<file path="config.mk">
export PLATFORM = sky130hd
export DESIGN_NAME = pipe_stall_ctrl_flat
export DESIGN_NICKNAME = d
export VERILOG_FILES = /design/src/rtl/pipe_stall_ctrl_pkg.sv /design/src/rtl/pipe_stall_ctrl_if.sv /design/src/rtl/pipe_stall_ctrl_sat_counter.sv /design/src/rtl/pipe_stall_ctrl.sv /design/src/flat_wrapper.sv
export SDC_FILE = /design/constraint.sdc
export NUM_CORES = 1
export LEC_CHECK = 0
export ABC_CLOCK_PERIOD_IN_PS = 2500
export CORE_ASPECT_RATIO = 1.4
export CORE_MARGIN = 2
export CORE_UTILIZATION = 45
export CTS_CLUSTER_SIZE = 24
export DETAILED_ROUTE_END_ITERATION = 10
export GPL_TIMING_DRIVEN = 0
export PLACE_DENSITY = 0.79
export SYNTH_ARGS = -nofsm -noshare
export SYNTH_HDL_FRONTEND = slang
export SYNTH_SLANG_ARGS = --single-unit
export TNS_END_PERCENT = 10
</file>
<file path="constraint.sdc">
create_clock -name clk -period 2.5 [get_ports clk]
set_input_delay 0.375 -clock clk [delete_from_list [all_inputs] [get_ports clk]]
set_output_delay 0.375 -clock clk [all_outputs]
set_load 0.01 [all_outputs]
</file>
<file path="src/rtl/pipe_stall_ctrl_pkg.sv">
// Shared types and constants for the pipeline stall / multi-cycle sequencing controller.
// Latency: n/a (declarations only).
// Backpressure: n/a.
package pipe_stall_ctrl_pkg;

  typedef enum logic [1:0] {
    ST_IDLE     = 2'b00,
    ST_DIV_RUN  = 2'b01,
    ST_DIV_DONE = 2'b10,
    ST_MADD2    = 2'b11
  } state_t;

  // Stall vector bit map: 0 PC, 1 IF, 2 ID, 3 EX, 4 MEM, 5 WB.
  localparam int STALL_W = 6;
  localparam int STG_PC  = 0;
  localparam int STG_IF  = 1;
  localparam int STG_ID  = 2;
  localparam int STG_EX  = 3;

  // Mask holding every stage from the PC up to and including stage hi.
  function automatic logic [STALL_W-1:0] stage_mask(input int hi);
    logic [STALL_W-1:0] m;
    m = '0;
    for (int i = 0; i < STALL_W; i++) begin
      if (i <= hi) m[i] = 1'b1;
    end
    return m;
  endfunction

  localparam logic [STALL_W-1:0] STALL_NONE = '0;
  localparam logic [STALL_W-1:0] STALL_ID   = stage_mask(STG_ID);  // 000111
  localparam logic [STALL_W-1:0] STALL_EX   = stage_mask(STG_EX);  // 001111

endpackage

</file>
<file path="src/rtl/pipe_stall_ctrl_if.sv">
// Bundle of pipeline-side requests, divider handshake and stall/status outputs.
// Latency: n/a (wires only).
// Backpressure: n/a; slave = controller, master = pipeline/divider side.
interface pipe_stall_ctrl_if #(
  parameter int CNT_W = 16
);
  import pipe_stall_ctrl_pkg::*;

  logic               flush_i;
  logic               stallreq_id_i;
  logic               div_req_i;
  logic               div_signed_i;
  logic               madd_req_i;
  logic               div_ready_i;
  logic               div_start_o;
  logic               div_signed_o;
  logic               div_annul_o;
  logic               madd_cycle_o;
  logic [STALL_W-1:0] stall_o;
  logic [CNT_W-1:0]   stall_cnt_o;
  logic               err_o;

  modport master (
    output flush_i, stallreq_id_i, div_req_i, div_signed_i, madd_req_i, div_ready_i,
    input  div_start_o, div_signed_o, div_annul_o, madd_cycle_o, stall_o, stall_cnt_o, err_o
  );

  modport slave (
    input  flush_i, stallreq_id_i, div_req_i, div_signed_i, madd_req_i, div_ready_i,
    output div_start_o, div_signed_o, div_annul_o, madd_cycle_o, stall_o, stall_cnt_o, err_o
  );

endinterface

</file>
<file path="src/rtl/pipe_stall_ctrl_sat_counter.sv">
// Saturating up-counter with synchronous clear; ports: clk, rst, clear, inc -> cnt.
// Latency: 1 cycle from inc/clear to cnt.
// Backpressure: none; holds at all-ones instead of wrapping.
module pipe_stall_ctrl_sat_counter #(
  parameter int W = 16
) (
  input  logic         clk,
  input  logic         rst,
  input  logic         clear,
  input  logic         inc,
  output logic [W-1:0] cnt
);

  always_ff @(posedge clk) begin
    if (rst || clear) begin
      cnt <= '0;
    end else if (inc && (cnt != '1)) begin
      cnt <= cnt + 1'b1;
    end
  end

endmodule

</file>
<file path="src/rtl/pipe_stall_ctrl.sv">
// Merges ID load-use and EX multi-cycle stalls into one stall vector; sequences divider and MADD.
// Latency: stall_o/div_start_o/div_annul_o combinational; state, div_signed_o, err_o, stall_cnt_o registered.
// Backpressure: stall_o is the backpressure to PC and pipeline registers; flush_i overrides everything.
// Ports: clk, rst (sync, active-high), bus (slave modport of pipe_stall_ctrl_if).
module pipe_stall_ctrl
  import pipe_stall_ctrl_pkg::*;
#(
  parameter int DIV_TIMEOUT = 40,
  parameter int CNT_W       = 16
) (
  input  logic               clk,
  input  logic               rst,
  pipe_stall_ctrl_if.slave   bus
);

  localparam int WD_W = $clog2(DIV_TIMEOUT + 1);

  state_t             state;
  state_t             state_nxt;
  logic               stallreq_ex;
  logic [STALL_W-1:0] stall;
  logic               div_start;
  logic               div_annul;
  logic               madd_cycle;
  logic               div_signed_q;
  logic               err_q;
  logic [WD_W-1:0]    wdog;
  logic               wdog_inc;
  logic               wdog_clr;
  logic [CNT_W-1:0]   stall_cnt;

  // State register.
  always_ff @(posedge clk) begin
    if (rst) begin
      state <= ST_IDLE;
    end else begin
      state <= state_nxt;
    end
  end

  // Next-state logic.
  always_comb begin
    state_nxt = state;
    case (state)
      ST_IDLE: begin
        if (bus.flush_i)         state_nxt = ST_IDLE;
        else if (bus.div_req_i)  state_nxt = ST_DIV_RUN;  // divide wins over MADD
        else if (bus.madd_req_i) state_nxt = ST_MADD2;
      end
      ST_DIV_RUN: begin
        if (bus.flush_i)          state_nxt = ST_IDLE;
        else if (bus.div_ready_i) state_nxt = ST_DIV_DONE;
      end
      // DIV_DONE never relaunches: the DIV leaves EX this cycle even if div_req_i is still high.
      ST_DIV_DONE: state_nxt = ST_IDLE;
      ST_MADD2:    state_nxt = ST_IDLE;
      default:     state_nxt = ST_IDLE;
    endcase
  end

  // Output logic.
  always_comb begin
    div_start   = 1'b0;
    div_annul   = 1'b0;
    madd_cycle  = 1'b0;
    stallreq_ex = 1'b0;
    case (state)
      ST_IDLE:    stallreq_ex = (bus.div_req_i || bus.madd_req_i) && !bus.flush_i;
      ST_DIV_RUN: begin
        div_start   = !bus.flush_i;
        div_annul   = bus.flush_i;  // same-cycle abort, not a registered pulse
        stallreq_ex = !bus.flush_i;
      end
      ST_MADD2:   madd_cycle = 1'b1;
      default:    ;
    endcase

    if (bus.flush_i)            stall = STALL_NONE;
    else if (stallreq_ex)       stall = STALL_EX;
    else if (bus.stallreq_id_i) stall = STALL_ID;
    else                        stall = STALL_NONE;
  end

  // Watchdog counts only the cycles the divide is still waiting; cleared whenever not in DIV_RUN.
  assign wdog_inc = (state == ST_DIV_RUN) && !bus.flush_i && !bus.div_ready_i;
  assign wdog_clr = (state != ST_DIV_RUN);

  always_ff @(posedge clk) begin
    if (rst) begin
      div_signed_q <= 1'b0;
      err_q        <= 1'b0;
    end else begin
      if ((state == ST_IDLE) && !bus.flush_i && bus.div_req_i) begin
        div_signed_q <= bus.div_signed_i;
      end
      // Sets on the edge where the watchdog reaches DIV_TIMEOUT; sticky until reset.
      if (wdog_inc && (wdog == WD_W'(DIV_TIMEOUT - 1))) begin
        err_q <= 1'b1;
      end
    end
  end

  pipe_stall_ctrl_sat_counter #(.W(WD_W)) u_wdog (
    .clk   (clk),
    .rst   (rst),
    .clear (wdog_clr),
    .inc   (wdog_inc),
    .cnt   (wdog)
  );

  pipe_stall_ctrl_sat_counter #(.W(CNT_W)) u_stall_cnt (
    .clk   (clk),
    .rst   (rst),
    .clear (1'b0),
    .inc   (stall != STALL_NONE),
    .cnt   (stall_cnt)
  );

  assign bus.stall_o      = stall;
  assign bus.div_start_o  = div_start;
  assign bus.div_annul_o  = div_annul;
  assign bus.madd_cycle_o = madd_cycle;
  assign bus.div_signed_o = div_signed_q;
  assign bus.err_o        = err_q;
  assign bus.stall_cnt_o  = stall_cnt;

endmodule
</file>
<file path="src/flat_wrapper.sv">
// flat-port wrapper written by rule: the top's interface ports become plain ports
module pipe_stall_ctrl_flat import pipe_stall_ctrl_pkg::*;
#(
  parameter int DIV_TIMEOUT = 40,
  parameter int CNT_W       = 16
)
  (clk, rst, bus_flush_i, bus_stallreq_id_i, bus_div_req_i, bus_div_signed_i, bus_madd_req_i, bus_div_ready_i, bus_div_start_o, bus_div_signed_o, bus_div_annul_o, bus_madd_cycle_o, bus_stall_o, bus_stall_cnt_o, bus_err_o);
  pipe_stall_ctrl_if #(.CNT_W(CNT_W)) bus_i ();
  input  logic clk;
  input  logic rst;
  input wire logic [$bits(bus_i.flush_i)-1:0] bus_flush_i;
  input wire logic [$bits(bus_i.stallreq_id_i)-1:0] bus_stallreq_id_i;
  input wire logic [$bits(bus_i.div_req_i)-1:0] bus_div_req_i;
  input wire logic [$bits(bus_i.div_signed_i)-1:0] bus_div_signed_i;
  input wire logic [$bits(bus_i.madd_req_i)-1:0] bus_madd_req_i;
  input wire logic [$bits(bus_i.div_ready_i)-1:0] bus_div_ready_i;
  output wire logic [$bits(bus_i.div_start_o)-1:0] bus_div_start_o;
  output wire logic [$bits(bus_i.div_signed_o)-1:0] bus_div_signed_o;
  output wire logic [$bits(bus_i.div_annul_o)-1:0] bus_div_annul_o;
  output wire logic [$bits(bus_i.madd_cycle_o)-1:0] bus_madd_cycle_o;
  output wire logic [$bits(bus_i.stall_o)-1:0] bus_stall_o;
  output wire logic [$bits(bus_i.stall_cnt_o)-1:0] bus_stall_cnt_o;
  output wire logic [$bits(bus_i.err_o)-1:0] bus_err_o;
  assign bus_i.flush_i = bus_flush_i;
  assign bus_i.stallreq_id_i = bus_stallreq_id_i;
  assign bus_i.div_req_i = bus_div_req_i;
  assign bus_i.div_signed_i = bus_div_signed_i;
  assign bus_i.madd_req_i = bus_madd_req_i;
  assign bus_i.div_ready_i = bus_div_ready_i;
  assign bus_div_start_o = bus_i.div_start_o;
  assign bus_div_signed_o = bus_i.div_signed_o;
  assign bus_div_annul_o = bus_i.div_annul_o;
  assign bus_madd_cycle_o = bus_i.madd_cycle_o;
  assign bus_stall_o = bus_i.stall_o;
  assign bus_stall_cnt_o = bus_i.stall_cnt_o;
  assign bus_err_o = bus_i.err_o;
  pipe_stall_ctrl #(.DIV_TIMEOUT(DIV_TIMEOUT), .CNT_W(CNT_W)) u_core (.clk(clk), .rst(rst), .bus(bus_i));
endmodule
</file>
==> impl_metrics.csv <==
group,metric,value,unit
run_status,status,"finished, final reports clean",
worst_setup_path,start_kind,"primary input",
cts,cts_buffers,3,
place,dp_cells,241,
place,dp_hpwl,2.621,mm
floorplan,rows,24,
logic_synthesis,synth_edf_count,0,
floorplan,dieArea,3664,sq um
run,cap_violations,0,
detailed_routing,drtAntennaViolNets,0,
timing,setup_viol,0,
logic_synthesis,ys_top_cells_by_area,"dfxtp_1 (36%), nor2_1 (5.2%), nor4_1 (4.4%), mux2_2 (3.9%), xor2_1 (3.1%)",
timing,relSlewSlack,50.34,%
timing,period_minus_slack,2.433,ns
global_route,grt_usage,21.30,%
worst_setup_path,slowest_delay,0.55,ns
worst_hold_path,hp-class,"reg -> reg",
detailed_routing,avgRoutedWirePerCell,13.85,microns
worst_setup_path,crit_required,2.12,ns
place,place_ws,-0.4608,ns
cts,clk_pin_slew_worst_paths,0.09,ns
global_route,grt_overflow,0,
cts,clock_sinks,26,
worst_setup_path,crit_slowest_cell,"clkdlybuf4s50_1",
worst_setup_path,crit_chain,"clkdlybuf4s50_1, nor4_4, or3_4, inv_2, buf_4, clkdlybuf4s50_1",
logic_synthesis,avgSynthCellArea,8.393,sq um
place,placed_area,1788,sq um
layout,nets,217,
layout,layout-drive-gt1-share,10.68,%
timing,holdWs,0.4950,ns
timing,layout_setup_ws,0.06726,ns
timing,timing.fmax,411.1,MHz
logic_synthesis,syn_area,1435,sq um
pwr,p_leak,0.6646,nW
logic_synthesis,yosys.area.top_type,"dfxtp_1",
pwr,power.ir.vdd_worst,0.3187,mV
floorplan,io_pins,35,
timing,grt_setup_unrepaired,"no",
worst_setup_path,critPathCaptureType,"primary output",
pwr,p_total,785.7,uW
detailed_routing,drt_iter0_drc,55,
detailed_routing,drc_errors,0,
cts,cts_tree,"yes",
logic_synthesis,ys_top_cells_by_count,"dfxtp_1 (26), nor2_1 (20), nor4_1 (10)",
logic_synthesis,yosysWarnings,0,
place,port_buffers,30,
logic_synthesis,async_reset_ff_share,0,%
place,gp_congestion,0.8591,
detailed_routing,via_per_inst,5.878,
logic_synthesis,synth_top_area_share,36.27,%
logic_synthesis,ys_seq_area_share,36.27,%
worst_setup_path,cp.arrival,2.06,ns
pwr,power_density,420.6,nW/um^2
global_route,grt_pass1_vias,1395,
timing,fin_crit_sh,97.31,%
logic_synthesis,yosysMostFrequentCell,"dfxtp_1",
layout,area_growth,30.17,%
global_route,antenna_found_initial,0,
worst_setup_path,path_class,"in -> out",
floorplan,core,3093,sq um
logic_synthesis,ys_ff_latch,26,
cts,h-tree-depth,1,
timing,slew_viol_final,0,
global_route,grt_pass1_wl,6.044,mm
global_route,grt_max_degree,15,
cts,cts_buffer_depth,2,
detailed_routing,wl,3.394,mm
worst_setup_path,crit_top_cell,"clkdlybuf4s50_1",
floorplan,start_util,46.40,%
floorplan,die_height,70.82,microns
logic_synthesis,ys_types,45,
floorplan,die_w,51.73,microns
layout,post-route-util,60.40,%
layout,final_area,1868,sq um
detailed_routing,firstDrtPassIters,4,
layout,fin_cells,245,
timing,finalHoldViolCount,0,
worst_setup_path,critPathMaxFanout,4,
cts,ctsHoldBuffers,0,
layout,diodes,0,
logic_synthesis,synthFlopType,"dfxtp_1",
detailed_routing,vias,1440,
timing,fin_setup_tns,0,ns
timing,finClkSkew,0.003359,ns
timing,max_slew.worst_pin.slew,0.7381,ns
cts,insertion_delay,0.27,ns
cts,root_buffer,"clkbuf_8",
logic_synthesis,synthCells,171,
==> final timing paths <==
check | start | endpoint | cells after the start | slack (ns)
hold / removal | u_core.bus.err_o | u_core.bus.err_o | 2 | 0.49
setup / recovery | bus_madd_req_i | bus_stall_o[2] | 6 | 0.07
setup reg to reg | u_core.u_stall_cnt.cnt[0] | u_core.u_stall_cnt.cnt[4] | 5 | 0.39
hold reg to reg | u_core.bus.err_o | u_core.bus.err_o | 2 | 0.49
==> power breakdown <==
| part | internal [mW] | switching, mW |
|---|---|---|
| Combinational | 0.0466 | 0.0441 |
| Sequential | 0.419 | 0.00642 |
| Clock | 0.141 | 0.129 |
| Total | 0.607 | 0.179 |
==> state kept, by name, summed over array words and instances, names as in the netlist <==
register                 count
u_core.bus.div_signed_o      1
u_core.bus.err_o             1
u_core.state                 2
u_core.u_wdog.cnt            6
u_core.u_stall_cnt.cnt      16
==> cell type report <==
type	count	area [sq um]
Multi-Input combinational cell	130	854.6
Timing Repair Buffer	31	315.3
Fill cell	280	1225
Buffer	12	62.56
Tap cell	39	48.80
Inverter	3	11.26
Clock buffer	4	55.05
Sequential cell	26	520.5
==> what timing repair did <==
action / 4_1_cts / 5_1_grt
setup buffers: 1 / 0
resized for setup: 3 / 3
pin swaps: 1 / 0
endpoints found under the setup margin: 3 / 2
==> cell families after synthesis <==
group                    synth area share (%)
flip-flops                              36.27
XOR/XNOR                                3.051
other                                  0.2613
buffers and inverters                   5.405
adder cells (fa/ha/maj)                 1.743
multiplexers                            5.318
AO/OA/AOI/OAI                           13.43
AND/OR/NAND/NOR                         34.53
==> critical path: cells and delay by family <==
kind | cells | cell delay, ns
buffers and inverters | 4 | 1.25
AND/OR/NAND/NOR | 2 | 0.43
==> per-layer routing <==
layer	up-vias	track usage, %	part of all wire (%)
met5	-	0	0
li1	704	-	-
met4	0	9.942	2.5
met2	47	39.17	54
met3	11	3.165	4.5
met1	678	23.10	39
==> cells in the final DEF, fill, tap and decap left out, types with 3 or more instances in the layout <==
cell type,Yosys,layout
a21oi_1,8,8
and2_1,4,4
and3_1,4,4
buf_4,4,5
clkbuf_1,6,5
clkbuf_8,0,4
clkdlybuf4s50_1,0,27
dfxtp_1,26,26
dlymetal6s2s_1,0,3
mux2_2,5,5
nand2_1,6,6
nand3_1,6,6
nand4_1,4,4
nor2_1,20,20
nor2b_1,6,6
nor3_1,6,6
nor4_1,10,10
o211ai_1,3,3
o21ai_0,4,4
o31ai_1,4,4
or4_1,4,4
xor2_1,5,5
No activity file was read; power rests on OpenSTA's default activity.
